### config.mk
export PLATFORM = sky130hd
export DESIGN_NAME = rmap_status_modport
export DESIGN_NICKNAME = d
export VERILOG_FILES = /design/src/rtl/rmap_pkg.sv /design/src/rtl/rmap_hdr_check.sv /design/src/rtl/rmap_status_modport.sv
export SDC_FILE = /design/constraint.sdc
export NUM_CORES = 1
export LEC_CHECK = 0
export ABC_AREA = 1
export BUFFER_PORTS_ARGS = -buffer_cell sky130_fd_sc_hd__buf_2
export CORE_MARGIN = 4
export CORE_UTILIZATION = 49
export CTS_BUF_LIST = sky130_fd_sc_hd__clkbuf_4
export CTS_CLUSTER_DIAMETER = 50
export CTS_CLUSTER_SIZE = 24
export DETAILED_ROUTE_END_ITERATION = 10
export PLACE_DENSITY = 0.79
export SLEW_MARGIN = 20
export SYNTH_ARGS = -nofsm -noshare
export SYNTH_HDL_FRONTEND = slang
export SYNTH_SLANG_ARGS = --single-unit
### constraint.sdc
create_clock -name clk -period 1.7 [get_ports clk]
set_input_delay 0.34 -clock clk [delete_from_list [all_inputs] [get_ports clk]]
set_output_delay 0.34 -clock clk [all_outputs]
set_load 0.02 [all_outputs]
### src/rtl/rmap_pkg.sv
// Shared RMAP status codes, instruction-field constants and state types used by
// the target authentication/status block and its header checker.
package rmap_pkg;

  localparam logic [7:0] RMAP_OK        = 8'd0;
  localparam logic [7:0] ERR_CMD        = 8'd2;
  localparam logic [7:0] ERR_KEY        = 8'd3;
  localparam logic [7:0] ERR_DCRC       = 8'd4;
  localparam logic [7:0] ERR_EARLY_EOP  = 8'd5;
  localparam logic [7:0] ERR_TOO_MUCH   = 8'd6;
  localparam logic [7:0] ERR_EEP        = 8'd7;
  localparam logic [7:0] ERR_VERIFY_OVR = 8'd9;
  localparam logic [7:0] ERR_NOT_AUTH   = 8'd10;
  localparam logic [7:0] ERR_RMW_LEN    = 8'd11;
  localparam logic [7:0] ERR_TLA        = 8'd12;

  localparam logic [1:0]  PKT_COMMAND    = 2'b01;
  localparam logic [3:0]  CMD_READ_SGL   = 4'b0010;
  localparam logic [3:0]  CMD_READ_INC   = 4'b0011;
  localparam logic [3:0]  CMD_RMW        = 4'b0111;
  localparam logic [23:0] RMW_MAX_LEN    = 24'd8;
  localparam logic [23:0] VERIFY_MAX_LEN = 24'd4;

  typedef enum logic [1:0] {
    ST_IDLE       = 2'd0,
    ST_WAIT_DATA  = 2'd1,
    ST_WAIT_REPLY = 2'd2
  } state_t;

  typedef enum logic [1:0] {
    OP_NONE  = 2'd0,
    OP_WRITE = 2'd1,
    OP_READ  = 2'd2,
    OP_RMW   = 2'd3
  } op_t;

  typedef struct packed {
    logic       pass;
    logic [7:0] code;
    logic       addr_bad;
    logic       len_bad;
    op_t        op;
  } verdict_t;

  function automatic op_t decode_op(input logic [3:0] cmd);
    if (cmd[3]) return OP_WRITE;
    if (cmd == CMD_READ_SGL || cmd == CMD_READ_INC) return OP_READ;
    if (cmd == CMD_RMW) return OP_RMW;
    return OP_NONE;
  endfunction

  // Data-phase error priority: EEP, early EOP, too much data, then data CRC.
  function automatic logic [7:0] data_phase_code(input logic eep, input logic early_eop,
                                                 input logic too_much, input logic crc_err);
    if (eep)       return ERR_EEP;
    if (early_eop) return ERR_EARLY_EOP;
    if (too_much)  return ERR_TOO_MUCH;
    if (crc_err)   return ERR_DCRC;
    return RMAP_OK;
  endfunction

endpackage

### src/rtl/rmap_hdr_check.sv
// Combinational RMAP header checker: TLA, command, key, address range and length
// limits evaluated in priority order into a single verdict (zero latency, no backpressure).
module rmap_hdr_check
  import rmap_pkg::*;
#(
  parameter logic [31:0] ADDR_LO = 32'h0000_0000,
  parameter logic [31:0] ADDR_HI = 32'h0000_FFFF,
  parameter logic [23:0] MAX_LEN = 24'd256
) (
  input  logic [7:0]  tla_i,
  input  logic [7:0]  instr_i,
  input  logic [7:0]  key_i,
  input  logic [31:0] addr_i,
  input  logic [23:0] len_i,
  input  logic [7:0]  cfg_tla_i,
  input  logic [7:0]  cfg_key_i,
  output verdict_t    verdict_o
);

  logic [3:0]  cmd;
  op_t         op;
  logic        pkt_ok;
  logic        verify;
  logic [32:0] addr_ext;
  logic [32:0] last_addr;
  logic [32:0] lo_diff;
  logic        range_bad;
  logic        rmw_len_bad;
  logic        verify_len_bad;
  logic        max_len_bad;
  logic        instr_unused;

  assign cmd          = instr_i[5:2];
  assign op           = decode_op(cmd);
  assign pkt_ok       = (instr_i[7:6] == PKT_COMMAND);
  assign verify       = cmd[3] & cmd[2];
  assign instr_unused = ^instr_i[1:0];

  // 33-bit so address + length cannot wrap; a zero length only checks the start.
  assign addr_ext  = {1'b0, addr_i};
  assign last_addr = (len_i == '0) ? addr_ext : (addr_ext + {9'd0, len_i} - 33'd1);
  assign lo_diff   = addr_ext - {1'b0, ADDR_LO};
  assign range_bad = lo_diff[32] | (last_addr > {1'b0, ADDR_HI});

  assign rmw_len_bad    = (len_i > RMW_MAX_LEN) | len_i[0];
  assign verify_len_bad = verify & (len_i > VERIFY_MAX_LEN);
  assign max_len_bad    = ((op == OP_WRITE) || (op == OP_READ)) && (len_i > MAX_LEN);

  always_comb begin
    verdict_o    = '0;
    verdict_o.op = op;
    if (tla_i != cfg_tla_i) begin
      verdict_o.code = ERR_TLA;
    end else if (!pkt_ok || op == OP_NONE) begin
      verdict_o.code = ERR_CMD;
    end else if (key_i != cfg_key_i) begin
      verdict_o.code = ERR_KEY;
    end else if (range_bad) begin
      verdict_o.code     = ERR_NOT_AUTH;
      verdict_o.addr_bad = 1'b1;
    end else if (op == OP_RMW && rmw_len_bad) begin
      verdict_o.code    = ERR_RMW_LEN;
      verdict_o.len_bad = 1'b1;
    end else if (op == OP_WRITE && verify_len_bad) begin
      verdict_o.code    = ERR_VERIFY_OVR;
      verdict_o.len_bad = 1'b1;
    end else if (max_len_bad) begin
      verdict_o.code    = ERR_NOT_AUTH;
      verdict_o.len_bad = 1'b1;
    end else begin
      verdict_o.pass = 1'b1;
      verdict_o.code = RMAP_OK;
    end
  end

endmodule

### src/rtl/rmap_status_modport.sv
// RMAP target authentication/status FSM: header verdict and completion status are
// registered one cycle after the input pulse; no backpressure, out-of-state pulses are dropped.
module rmap_status_modport
  import rmap_pkg::*;
#(
  parameter logic [31:0] ADDR_LO = 32'h0000_0000,
  parameter logic [31:0] ADDR_HI = 32'h0000_FFFF,
  parameter logic [23:0] MAX_LEN = 24'd256
) (
  input  logic        clk,
  input  logic        rst_n,
  input  logic [7:0]  configKey,
  input  logic [7:0]  logicalAddress,
  input  logic        hdrValid,
  input  logic [7:0]  hdrTla,
  input  logic [7:0]  hdrInstr,
  input  logic [7:0]  hdrKey,
  input  logic [31:0] hdrAddr,
  input  logic [23:0] hdrLen,
  input  logic        dataDone,
  input  logic        dataCrcErr,
  input  logic        earlyEop,
  input  logic        eep,
  input  logic        tooMuchData,
  input  logic        replyDone,
  output logic        authOk,
  output logic [7:0]  rmapErrorCode,
  output logic        errorIndication,
  output logic        writeDataIndication,
  output logic        readDataIndication,
  output logic        rmwDataIndication,
  output logic        addrInvalid,
  output logic        dataLengthInvalid
);

  verdict_t   verdict;
  logic [7:0] data_code;

  state_t     state_q;
  op_t        op_q;
  logic       auth_q;
  logic       err_q;
  logic       wr_ind_q;
  logic       rd_ind_q;
  logic       rmw_ind_q;
  logic [7:0] code_q;
  logic       addr_inv_q;
  logic       len_inv_q;

  rmap_hdr_check #(
    .ADDR_LO (ADDR_LO),
    .ADDR_HI (ADDR_HI),
    .MAX_LEN (MAX_LEN)
  ) u_hdr_check (
    .tla_i     (hdrTla),
    .instr_i   (hdrInstr),
    .key_i     (hdrKey),
    .addr_i    (hdrAddr),
    .len_i     (hdrLen),
    .cfg_tla_i (logicalAddress),
    .cfg_key_i (configKey),
    .verdict_o (verdict)
  );

  assign data_code = data_phase_code(eep, earlyEop, tooMuchData, dataCrcErr);

  always_ff @(posedge clk or negedge rst_n) begin
    if (!rst_n) begin
      state_q    <= ST_IDLE;
      op_q       <= OP_NONE;
      auth_q     <= 1'b0;
      err_q      <= 1'b0;
      wr_ind_q   <= 1'b0;
      rd_ind_q   <= 1'b0;
      rmw_ind_q  <= 1'b0;
      code_q     <= RMAP_OK;
      addr_inv_q <= 1'b0;
      len_inv_q  <= 1'b0;
    end else begin
      // Every indication is a single-cycle pulse unless re-asserted below.
      auth_q    <= 1'b0;
      err_q     <= 1'b0;
      wr_ind_q  <= 1'b0;
      rd_ind_q  <= 1'b0;
      rmw_ind_q <= 1'b0;
      case (state_q)
        ST_IDLE: begin
          if (hdrValid) begin
            code_q     <= verdict.code;
            addr_inv_q <= verdict.addr_bad;
            len_inv_q  <= verdict.len_bad;
            if (verdict.pass) begin
              auth_q  <= 1'b1;
              op_q    <= verdict.op;
              state_q <= (verdict.op == OP_READ) ? ST_WAIT_REPLY : ST_WAIT_DATA;
            end else begin
              err_q <= 1'b1;
            end
          end
        end
        ST_WAIT_DATA: begin
          if (dataDone) begin
            code_q  <= data_code;
            state_q <= ST_IDLE;
            if (data_code != RMAP_OK) begin
              err_q <= 1'b1;
            end else if (op_q == OP_RMW) begin
              rmw_ind_q <= 1'b1;
            end else begin
              wr_ind_q <= 1'b1;
            end
          end
        end
        ST_WAIT_REPLY: begin
          if (replyDone) begin
            code_q   <= RMAP_OK;
            rd_ind_q <= 1'b1;
            state_q  <= ST_IDLE;
          end
        end
        default: state_q <= ST_IDLE;
      endcase
    end
  end

  assign authOk              = auth_q;
  assign errorIndication     = err_q;
  assign writeDataIndication = wr_ind_q;
  assign readDataIndication  = rd_ind_q;
  assign rmwDataIndication   = rmw_ind_q;
  assign rmapErrorCode       = code_q;
  assign addrInvalid         = addr_inv_q;
  assign dataLengthInvalid   = len_inv_q;

endmodule

== Word-level counts from Yosys, hierarchy flattened ==
Cells that the tools add are included.
Widths: inputs -> output; s select.
Operators by class
  reduce and logical (&&, ||, !) cells: 16
  $add $sub $neg: 2
  bitwise gates (word level): 3
  multiplexer cells: 81
  eq/ne operators: 16
  $lt $le $gt $ge: 4
Operators by type and width (number)
  $mux 8: 17
  $mux 1: 45
  $add 32x24->33: 1
  $gt 33x16->1 const B: 1
  $mux 33: 1
  $sub 33x1->33 const B: 1
  $mux 2: 14
  $gt 24x3->1 const B: 1
  $gt 24x4->1 const B: 1
  $gt 24x9->1 const B: 1
  $logic_not 24->1: 1
  $pmux 8 s3: 1
  $ne 8x8->1: 2
  $eq 2x2->1 const B: 4
  $eq 4x2->1 const B: 2
  $reduce_and 4->1: 2
  $reduce_bool 8->1: 1
  $eq 2x1->1 const B: 3
  $ne 2x2->1 const B: 3
  $pmux 2 s3: 1
  $eq 4x3->1 const B: 1
  $logic_not 2->1: 2
  $mux 4: 1
  $logic_and 1x1->1: 3
  other kinds (9): 12
Storage, ports and cells
  flip-flop bits (word level): 19
  input port bits: 105
  output and inout port bits: 15

== Longest topological paths before layout ==
Gate-level depths: netlist (run 1).
  depth after elaboration: 22
  gate-level depth with buffers: 25

== Cells and area by module ==
A second synthesis (run 1) with hierarchy kept.
Unflattened totals
  cells, all modules: 879
  area total of the unflattened synthesis: 4762.1 um^2
By module, submodules not included
  rmap_hdr_check: cells each 759, seq. area each 0.0 um^2, area each 3773.6 um^2, times used 1
  rmap_status_modport: cells each 120, seq. area each 475.5 um^2, area each 988.4 um^2, times used 1

== Worst setup path after synthesis (run 1) ==
OpenSTA, ideal clock, no wires.
  path type: in2reg
  start: in hdrAddr[1]
  end: reg op_q[0]
  stages on the path: 23
  path slack: -0.975 ns
  arrival time: 2.558 ns
  required time: 1.583 ns
  buffers on the path: 0
  library setup time: 0.117 ns
  path through: inv_1 ha_1 inv_1 ha_1 fa_1 nand3_1 nand3_1 nand2_1 nand2_1 nand2_1 nand3b_1 nand3_1 nand2_1 inv_1 nand2_1 nor2_1 nand3_1 nor2_2 nand2_2 nor2_4 nand3_2 nand2_1 nand2_1
Between the ends
  word-level cells in the longest chain between the ends: 9
Ends and longest elaborated chain
  from (decl): line rmap_status_modport.sv:18  | input logic [31:0] hdrAddr,
  $add 32x24->33: line rmap_hdr_check.sv:41  | assign last_addr = (len_i == '0) ? addr_ext : (addr_ext + {9'd0, len_i} - 33'd1);
  $sub 33x1->33: line rmap_hdr_check.sv:41
  $mux 33 *: line rmap_hdr_check.sv:41
  $gt 33x16->1 *: line rmap_hdr_check.sv:43  | assign range_bad = lo_diff[32] | (last_addr > {1'b0, ADDR_HI});
  $mux 1 *: line rmap_hdr_check.sv:58  | end else if (range_bad) begin
  $mux 1 *: line rmap_hdr_check.sv:56  | end else if (key_i != cfg_key_i) begin
  $mux 1 *: line rmap_hdr_check.sv:54  | end else if (!pkt_ok || op == OP_NONE) begin
  $mux 1 *: line rmap_hdr_check.sv:52  | if (tla_i != cfg_tla_i) begin
  $reduce_and 3->1 (no line) *
  to (signal assigned): line rmap_status_modport.sv:94  | op_q <= verdict.op;
  to (decl): line rmap_status_modport.sv:40  | op_t op_q;
Every way passes the cells marked *; elsewhere a longest branch is shown, timed or not.
A chain may end at the register's enable or synchronous reset.

== Final worst setup path (run 1) ==
  start: in hdrLen[18]
  end: reg state_q[1]
Between the ends
  word-level cells in the longest chain between the ends: 11
  elaborated cells between the ends (all ways): 22
Ends and longest elaborated chain
  from (decl): line rmap_status_modport.sv:19  | input logic [23:0] hdrLen,
  branches (longest 5 deep; another with $add 32x24->33)
  $mux 1 *: line rmap_hdr_check.sv:58
  $mux 1 *: line rmap_hdr_check.sv:56
  $mux 1 *: line rmap_hdr_check.sv:54
  $mux 1 *: line rmap_hdr_check.sv:52
  $ne 2x1->1 (no line) *
  $reduce_and 4->1 (no line) *
  to (signal assigned): line rmap_status_modport.sv:95  | state_q <= (verdict.op == OP_READ) ? ST_WAIT_REPLY : ST_WAIT_DATA;
  to (decl): line rmap_status_modport.sv:39  | state_t state_q;
Mark *: on every way between the ends.

==> run metrics, run 1 <==
commonest cells after routing, fill and taps aside inv_1, nand2_1, buf_2, buf_4, nor2_1; antenna cell count 0; Initial Utilization 0.5104; IO Port Bufs 113; vias per cell 4.873; WP buf/inv 4; dpl hpwl 10560 um; final worst setup slack -0.9884 ns; worst hold path type in -> reg; grt total ovfl 0; Post-route DRC 0; vias after detailed routing 5424; cell area after synthesis 4257 um^2; clk buf depth 2; die height a little over 100 um; ratio of cells with drive above 1 in the final layout 0.3442; Final Skew 0.001643 ns; Yosys cell types 39; area added between synthesis and finish 49.38%; CTS sink cnt 15; failing checks setup timing; CP Class in -> reg; Critical Path AT 2.88 ns; final wirelength roughly 13000 um; final net count ~1200; total CTS buffers 3; Yosys warnings 0; Final setup viols 11; most common cell after layout, fill and taps aside inv_1; global placement routability congestion 0.9777; fin crit share 1.581; max_cap viols 0; ys flop type dfrtp_1; VDD IR max 0.4318 mV; post-synthesis sequential area ratio 0.08818; drt pass-1 iters 5; critical-path cell list buf_2, inv_1, ha_1, inv_1, ha_4, nand2_2, nor2_2, inv_2, nor2_2, nand4_1, nand3_1, nand2_1, nand3_1, nand2_1, nor2_1, nand3_1, nor2_4, nand4_1, nand2_2, nand2_2, nand2_1, nand2_1; CP Max Fanout 4; Fmax 0.3720 GHz; Leak Pwr approximately 3.9 nW; CTS Root Cell clkbuf_4; largest net degree at the start of global routing 16; area leader, netlist nand2_1; Filler cells 699; Max-slew headroom 0.6332; 1st-iter DRT viols roughly 310; CP max-delay cell ha_4; Post-synth EDFFs 0; initial antenna violation count 0; row count 33; Mapped Cells between 700 and 800; Core Box Area between 8000 and 9000 um^2; synthesized flop and latch total 15; final setup TNS -9.934 ns; Die Area around 10000 um^2; TritonCTS clock tree done; Clk Latency, worst-skew pair approximately 0.29 ns; vias in the first global route about 5100; GRT Total Usage 0.2385; outcome finished with violations; crit-path max cell delay 0.29 ns; Worst-path clk slew around 0.09 ns; Async S/R FF share, synth 1.000; H-tree depth 1; Slew @ Worst Pin 0.5430 ns; fin crit period 2.688 ns; final hold viol count 0; fin. max-slew vios 0; first-pass GRT wire length 20540 um; RSZ-0062 raised after global routing yes; post-route ant nets 0; Worst setup SP type input port; total power 0.003518 W; placed insts 1095; ranking of synthesized cells by area nand2_1, inv_1, ha_1, dfrtp_1, nor2_1; Mean Syn Cell Area 5.436 um^2; WP data required 1.89 ns; CP Capture Type flip-flop; power density over cell area approximately 550 nW/um^2; Top Family by Delay on Critical Path simple AND/OR/NAND/NOR gates; I/O pins 120; Post-Layout Cell Count 1113; CP most frequent cell nand2_1; die span in x 101.2 um; Routed wire per std cell around 12 um; Synth top area share 0.2081
## routing by layer
| layer | track usage | part of all wire | routed length [um] |
|---|---|---|---|
| met2 | 0.4361 | 0.49 | 6327 |
| met5 | 0 | 0 | 0 |
| met3 | 0.03306 | 0.082 | 1058 |
| met4 | 0.06135 | 0.028 | 360 |
| met1 | 0.2920 | 0.40 | 5214 |
## power breakdown
part           switching, W  leakage, nW  internal (W)
logic               0.00155         3.65       0.00127
clock network      0.000125       0.0177     0.0000877
registers         0.0000525        0.198      0.000439
## layout make-up
type / instances / area (um^2) / area share
clock buffer: 3 / 22.52 / 0.003542
clock inverter: 1 / 5.005 / 0.0007871
inverter: 223 / 852.1 / 0.1340
multi-input combinational: 543 / 3555 / 0.5590
sequential: 15 / 375.4 / 0.05903
tap: 105 / 131.4 / 0.02066
timing repair buffer: 223 / 1418 / 0.2229
## timing repair
item,in CTS,in global routing
resized for setup,47,57
endpoints found under the hold margin,15,0
setup endpoints to repair,11,12
pin swaps,23,27
cloned,0,0
hold buffers,1,0
buffers inserted,4,9
## state kept, by name, summed over array words and instances, names as in the netlist
register	flops
addrInvalid	1
authOk	1
dataLengthInvalid	1
errorIndication	1
op_q	2
readDataIndication	1
rmapErrorCode	4
rmwDataIndication	1
state_q	2
writeDataIndication	1
## through the flow
stage	instance area (um^2)	worst slack (ns)	hold slack, ns	utilization
CTS	6053	-0.9223	0.2457	0.7258
detailed placement	5802	-1.326	0.2570	0.6956
floorplan	4425	-0.8531	0.04441	-
finish	6359	-0.9884	0.2471	0.7624
global route	6359	-1.180	0.2770	0.7624
global placement	5802	-1.288	0.2541	0.6956
## worst paths after layout
path / start / endpoint / slack (ns) / cells after the start
setup / recovery: hdrLen[18] / state_q[1]$_DFFE_PN0P_ / -0.99 / 22
hold / removal: replyDone / readDataIndication$_DFF_PN0_ / 0.25 / 3
setup reg to reg: state_q[0]$_DFFE_PN0P_ / rmapErrorCode[1]$_DFFE_PN0P_ / 0.05 / 9
hold reg to reg: op_q[0]$_DFFE_PN0P_ / writeDataIndication$_DFF_PN0_ / 0.49 / 1
max in group asynchronous: rst_n / state_q[1]$_DFFE_PN0P_ / 0.97 / 2
min in group asynchronous: rst_n / writeDataIndication$_DFF_PN0_ / 0.48 / 2
## logic make-up after synthesis
family                   count (synthesis)  share of synthesized area
AO/OA/AOI/OAI                           57                    0.07643
XOR/XNOR                                13                    0.02675
adder cells (fa/ha/maj)                 64                     0.1899
buffers and inverters                  228                     0.2064
flip-flops                              15                    0.08818
other                                    1                  0.0008810
AND/OR/NAND/NOR                        405                     0.4115
## cell usage after synthesis, drive strengths merged, types with 7 or more instances
| library cell | n |
|---|---|
| o21ai | 13 |
| nor3 | 7 |
| nand2 | 240 |
| inv | 223 |
| dfrtp | 15 |
| nand4 | 21 |
| ha | 63 |
| nand3b | 8 |
| nor2 | 80 |
| a21oi | 29 |
| nand3 | 38 |
| xor2 | 7 |
## worst register-to-register path, stage by stage (launching register included)
cell and delay, ns:
dfrtp_1 0.44, inv_2 0.06, ha_2 0.20, inv_2 0.06, nor2_1 0.05, nor4_1 0.26
buf_4 0.15, inv_1 0.07, a31oi_1 0.17, a21oi_1 0.09
(Power assumes the default switching activity.)
==> run 2: changes to the inputs <==
--- a/config.mk
+++ b/config.mk
@@ -6,14 +6,14 @@
 export NUM_CORES = 1
 export LEC_CHECK = 0
 export ABC_AREA = 1
-export BUFFER_PORTS_ARGS = -buffer_cell sky130_fd_sc_hd__buf_2
 export CORE_MARGIN = 4
 export CORE_UTILIZATION = 49
 export CTS_BUF_LIST = sky130_fd_sc_hd__clkbuf_4
 export CTS_CLUSTER_DIAMETER = 50
 export CTS_CLUSTER_SIZE = 24
 export DETAILED_ROUTE_END_ITERATION = 10
-export PLACE_DENSITY = 0.79
+export DONT_BUFFER_PORTS = 1
+export PLACE_DENSITY = 0.66
 export SLEW_MARGIN = 20
 export SYNTH_ARGS = -nofsm -noshare
 export SYNTH_HDL_FRONTEND = slang
==> constraint.sdc (replaced) <==
create_clock -name clk -period 2.2 [get_ports clk]
set_input_delay 0.44 -clock clk [delete_from_list [all_inputs] [get_ports clk]]
set_output_delay 0.44 -clock clk [all_outputs]
set_load 0.02 [all_outputs]
==> run 2 against run 1 <==
Effect of this change:
- setup slack better by 0.46 ns
- critical endpoint is now state_q[0]$_DFFE_PN0P_
- clock power is 22% lower
- sequential power is 8.8% lower
- critical path type unchanged
- the run still ends with setup timing left
==> run metrics, run 2 (synthesis gave the netlist of run 1 again) <==
Final Skew 0.002935 ns (+0.001292 ns); CP Max Fanout 3 (-1); Initial Utilization 0.5104 (unchanged); area added between synthesis and finish 32.92%; Post-Layout Cell Count 978 (-12%); row count 33 (unchanged); Leak Pwr 3.308 nW (-14%); Clk Latency, worst-skew pair 0.28 ns (about the same); IO Port Bufs 0 (-100%); initial antenna violation count 0 (unchanged); dpl hpwl 10640 um (+0.81%); max reg flops 4 (unchanged); cell count of the worst reg-to-reg path 9 (unchanged); CTS Root Cell clkbuf_4; post-route ant nets 0 (unchanged); 1st-iter DRT viols 183 (-40%); GRT Total Usage 0.2329 (-0.005536); worst r2r src state_q[0]$_DFFE_PN0P_; Worst setup SP type input port; outcome finished with violations; fin. max-slew vios 0 (unchanged); vias after detailed routing 4858 (-10%); failing checks setup timing; worst hold path type in -> reg; VDD IR max 0.2118 mV (-51%); final net count 1043 (-11%); final hold viol count 0 (unchanged); Fmax 0.3671 GHz; reg-to-reg slack, setup 0.42 ns (+0.37 ns); FF-to-FF End rmapErrorCode[1]$_DFFE_PN0P_; hold depth 2 (-1); CTS sink cnt 15 (unchanged); Worst Hold Launch replyDone; power density over cell area 436.1 nW/um^2 (-21%); Final setup viols 11 (unchanged); placed insts 965 (-12%); CP Capture Type flip-flop; vias per cell 4.967 (+1.9%); Worst-path clk slew 0.08 ns (about the same); die span in x 101.2 um (unchanged); Die Area 10240 um^2 (unchanged); Critical Path AT 2.91 ns (+0.03 ns); fin crit period between 2 and 3 ns; largest net degree at the start of global routing 16 (unchanged); final wirelength 12520 um (-3.4%); Hold Crit Endpoint readDataIndication$_DFF_PN0_; H-tree depth 1 (unchanged); max_cap viols 0 (unchanged); vias in the first global route 4684 (-8.3%); Max-slew headroom 0.5607 (-0.07254); antenna cell count 0 (unchanged); Post-route DRC 0 (unchanged); first-pass GRT wire length 19890 um (-3.2%); ratio of cells with drive above 1 in the final layout 0.2589 (-0.08537); global placement routability congestion 0.9435 (-3.5%); RSZ-0062 raised after global routing yes; commonest cells after routing, fill and taps aside inv_1, nand2_1, buf_4, nor2_1; drt pass-1 iters 5 (unchanged); TritonCTS clock tree done; final worst setup slack -0.5243 ns (+0.4641 ns); CP Class in -> reg; fin crit share 1.238; most common cell after layout, fill and taps aside inv_1; I/O pins 120 (unchanged); clk buf depth 2 (unchanged); Slew @ Worst Pin 0.6568 ns (+0.1137 ns); WP data required 2.38 ns (+0.49 ns); grt total ovfl 0 (unchanged); total power 0.002468 W (-30%); Routed wire per std cell 12.80 um (+9.9%); Core Box Area 8341 um^2 (unchanged); total CTS buffers 3 (unchanged); die height 101.2 um (unchanged)
-- run 2: cell count changes in the layout (fill, tap and decap cells not counted), moves of 4 or more --
cell / before / now
nor2_2: 16 / 21
buf_4: 108 / 84
a21oi_2: 7 / 12
nand2_2: 35 / 39
nand2_1: 203 / 199
nor2_4: 12 / 8
a21oi_1: 21 / 17
buf_2: 111 / 0
-- run 2: what timing repair did --
| action | CTS | global route |
|---|---|---|
| pin swaps | 19 | 39 |
| hold endpoints to repair | 15 | 0 |
| buffers inserted | 6 | 3 |
| gates resized for setup | 37 | 72 |
| hold buffers | 1 | 0 |
| endpoints found under the setup margin | 11 | 11 |
-- run 2: layer usage --
layer	routed length, um	up-vias	GRT usage
met5	0	-	0
met4	164	0	0.04192
met3	500	17	0.01653
met2	6377	116	0.4235
met1	5479	2179	0.3039
li1	-	2546	-
-- run 2: metrics by stage --
step	utilization	setup TNS, ns	hold slack (ns)	worst slack, ns	cell area, um^2
2_1_floorplan	-	-3.818	0.1444	-0.4531	4425
3_3_place_gp	0.6125	-7.794	0.1447	-0.8043	5109
3_5_place_dp	0.6125	-8.595	0.1448	-0.8912	5109
4_1_cts	0.6421	-4.242	0.2610	-0.4971	5355
5_1_grt	0.6784	-6.955	0.2779	-0.7372	5658
6_report	0.6784	-4.957	0.2626	-0.5243	5658
-- run 2: critical path, cell delays in order --
cell      delay, ns
inv_8          0.01
ha_4           0.24
inv_2          0.04
ha_4           0.16
fa_2           0.38
nand3_2        0.11
nand3_4        0.10
nand2_4        0.08
nand2_4        0.06
nand2_2        0.08
nand3b_1       0.07
nand3_1        0.09
nand2_1        0.07
inv_2          0.07
nand2_2        0.05
nor2_2         0.09
nand3_1        0.08
nor2_2         0.17
nand4_1        0.17
nand2_2        0.13
nand2_2        0.06
nand2_1        0.08
nand2_1        0.05
-- run 2: final cells by class --
class / count / area [um^2]
multi-input combinational: 543 / 3597
timing repair buffer: 88 / 674.4
inverter: 223 / 849.6
clock buffer: 4 / 30.03
tap: 105 / 131.4
fill: 786 / 2683
sequential: 15 / 375.4
-- run 2: worst max-delay path by stage --
| stage | from | end | slack [ns] | cells past startpoint |
|---|---|---|---|---|
| 2_1_floorplan | hdrAddr[1] | op_q[0]$_DFFE_PN0P_ | -0.45 | 23 |
| 3_3_place_gp | hdrLen[14] | state_q[1]$_DFFE_PN0P_ | -0.80 | 23 |
| 3_5_place_dp | hdrLen[0] | state_q[0]$_DFFE_PN0P_ | -0.89 | 23 |
| 4_1_cts | hdrAddr[1] | state_q[0]$_DFFE_PN0P_ | -0.50 | 23 |
| 5_1_grt | hdrLen[6] | state_q[0]$_DFFE_PN0P_ | -0.74 | 23 |
| 6_report | hdrAddr[1] | state_q[0]$_DFFE_PN0P_ | -0.52 | 23 |
-- run 2: power by group --
part / total, W / switching (W) / internal, W
Clock: 0.000166 / 0.0000837 / 0.0000828
Combinational: 0.00185 / 0.00107 / 0.000784
Sequential: 0.000448 / 0.000109 / 0.000339
==> run 3: changes to the inputs <==
--- a/config.mk
+++ b/config.mk
@@ -14,6 +14,7 @@
 export DETAILED_ROUTE_END_ITERATION = 10
 export DONT_BUFFER_PORTS = 1
 export PLACE_DENSITY = 0.66
+export REMOVE_ABC_BUFFERS = 1
 export SLEW_MARGIN = 20
 export SYNTH_ARGS = -nofsm -noshare
 export SYNTH_HDL_FRONTEND = slang
==> run 3 against run 2 <==
Effect of this change:
- the flow still finishes with violations (setup timing)
- total power up 3.9%
- combinational power up 5%
- register-to-register slack about the same
- via count up 3.2%
- critical path depth unchanged
- sequential power about the same
- die area unchanged
- non-clock buffer count up 14
==> run metrics, run 3 (synthesis gave the netlist of run 1 again) <==
critical-path cell list clkinvlp_4, ha_4, inv_2, ha_4, nand2_2, nor2_1, nand2_1, inv_1, nand2_1, nand2_1, nand2_1, nand2_1, nand2_1, nand2_1, nand3_1, nor2_1, nor2_1, nor2_2, nand4_1, nand2_1, nand2_1, nand2_1, nand2_1; Core Box Area 8341 um^2 (unchanged); Worst-path clk slew 0.10 ns (+0.02 ns); final wirelength 13350 um (+6.6%); CTS sink cnt 15 (unchanged); CTS Root Cell clkbuf_4; Filler cells 757 (-3.7%); largest net degree at the start of global routing 16 (unchanged); worst r2r src state_q[0]$_DFFE_PN0P_; Post-route DRC 0 (unchanged); Pint 0.001249 W (+3.6%); Final setup viols 11 (unchanged); commonest cells after routing, fill and taps aside inv_1, nand2_1, buf_4, nor2_1, ha_1; Worst Hold Launch dataDone; Clock power frac 0.064 (-0.003); I/O pins 120 (unchanged); TritonCTS clock tree done; max_cap viols 0 (unchanged); Post-Layout Cell Count 992 (+1.4%); Initial Utilization 0.5104 (unchanged); fin crit share 1.208 (-0.03004); grt total ovfl 0 (unchanged); CP Capture Type flip-flop; area added between synthesis and finish 39.07%; Reg power frac 0.175 (-0.006); GRT Total Usage 0.2517 (+0.01878); vias per cell 5.054 (+1.8%); die span in x 101.2 um (unchanged); switch share 0.5129 (+0.001578); dpl hpwl 10680 um (+0.35%); Slew @ Worst Pin 0.6882 ns (+0.03140 ns); worst setup path startpoint hdrLen[6]; VDD IR max 0.2982 mV (+41%); total power 0.002565 W (+3.9%); outcome finished with violations; Routed wire per std cell 13.45 um (+5.1%); global placement routability congestion 0.9910 (+5.0%); vias after detailed routing 5014 (+3.2%); Comb power frac 0.762 (+0.011); H-tree depth 1 (unchanged); Final Skew 0.01657 ns (+0.01363 ns); Fmax 0.3762 GHz (+2.5%); WP data required 2.40 ns (+0.02 ns); final worst setup slack -0.4582 ns (+0.06610 ns); fin crit period 2.658 ns (-0.06610 ns); Max-slew headroom 0.5397 (-0.02101); Worst setup SP type input port; worst hold path type in -> reg; die height 101.2 um (unchanged); ratio of cells with drive above 1 in the final layout 0.2988 (+0.03988); final hold viol count 0 (unchanged); Net Switching 0.001316 W (+4.3%); crit-path max cell delay 0.27 ns (-0.11 ns); Clk Latency, worst-skew pair 0.30 ns (+0.02 ns); CP max-delay cell ha_4; first-pass GRT wire length 21310 um (+7.2%); failing checks setup timing; post-route ant nets 0 (unchanged); clk buf depth 2 (unchanged); fin. max-slew vios 0 (unchanged); power density over cell area 433.3 nW/um^2 (-0.65%); CP Class in -> reg; max reg flops 4 (unchanged); area occupied by multi-input gates 3750 um^2 (+4.2%); Critical Path AT 2.86 ns (-0.05 ns); initial antenna violation count 0 (unchanged); CP Max Fanout 3 (unchanged); CP most frequent cell nand2_1; placed insts 970 (+0.52%); drt pass-1 iters 5 (unchanged); IO Port Bufs 0 (unchanged); row count 33 (unchanged); 1st-iter DRT viols 234 (+28%); RSZ-0062 raised after global routing yes; final net count 1057 (+1.3%); Die Area 10240 um^2 (unchanged); antenna cell count 0 (unchanged); Sequential cell area 375.4 um^2 (unchanged); vias in the first global route 4907 (+4.8%); total CTS buffers 3 (unchanged); Leak Pwr 3.420 nW (+3.4%)
[run 3: critical path, delay by kind of cell]
family                   cells  cell delay (ns)
buffers and inverters        3             0.18
adder cells (fa/ha/maj)      2             0.54
AND/OR/NAND/NOR             18             1.70
[run 3: layout make-up]
| type | count | area share |
|---|---|---|
| Timing Repair Buffer | 102 | 0.1317 |
| Inverter | 223 | 0.1446 |
| Multi-Input combinational cell | 543 | 0.6335 |
| Sequential cell | 15 | 0.06341 |
| Clock inverter | 1 | 0.0008455 |
| Tap cell | 105 | 0.02219 |
| Clock buffer | 3 | 0.003805 |
[run 3: power by group through the flow]
stage          logic [W]  clock network [W]  registers (W)
2_1_floorplan    0.00103                  0       0.000437
3_3_place_gp     0.00147                  0       0.000453
3_5_place_dp     0.00150                  0       0.000453
4_1_cts          0.00182           0.000163       0.000449
5_1_grt          0.00219           0.000179       0.000453
6_report         0.00195           0.000163       0.000448
[run 3: metal layers]
metal,up-vias,part of all wire,global-route usage
met1,2247,0.44,0.3250
met5,-,0,0
met2,176,0.48,0.4386
met3,30,0.053,0.03030
met4,0,0.026,0.07362
li1,2561,-,-
[run 3: stage by stage]
step / hold WS [ns] / TNS (ns) / setup slack [ns] / utilization / instance area (um^2)
6_report: 0.2780 / -4.514 / -0.4582 / 0.7097 / 5919
5_1_grt: 0.2728 / -6.531 / -0.6570 / 0.7097 / 5919
4_1_cts: 0.2711 / -3.508 / -0.3838 / 0.6842 / 5707
3_5_place_dp: 0.1447 / -8.711 / -0.8989 / 0.5981 / 4989
3_3_place_gp: 0.1447 / -8.515 / -0.8472 / 0.5981 / 4989
2_1_floorplan: 0.1444 / -5.399 / -0.5755 / - / 4227
[run 3: what timing repair did]
item | CTS | global route
setup endpoints to repair | 11 | 11
setup buffers | 14 | 3
hold buffers | 1 | 0
endpoints found under the hold margin | 15 | 0
resized for setup | 131 | 48
pin swaps | 63 | 40
[run 3: path summary, 6_finish.rpt]
check | depth (start not counted) | slack (ns) | endpoint
worst max-delay path | 23 | -0.46 | state_q[0]$_DFFE_PN0P_
worst min-delay path | 2 | 0.28 | errorIndication$_DFF_PN0_
worst max register to register | 9 | 0.42 | rmapErrorCode[1]$_DFFE_PN0P_
worst min register to register | 1 | 0.48 | writeDataIndication$_DFF_PN0_
max in group asynchronous | 1 | 1.13 | op_q[1]$_DFFE_PN0P_
min in group asynchronous | 1 | 0.61 | op_q[0]$_DFFE_PN0P_
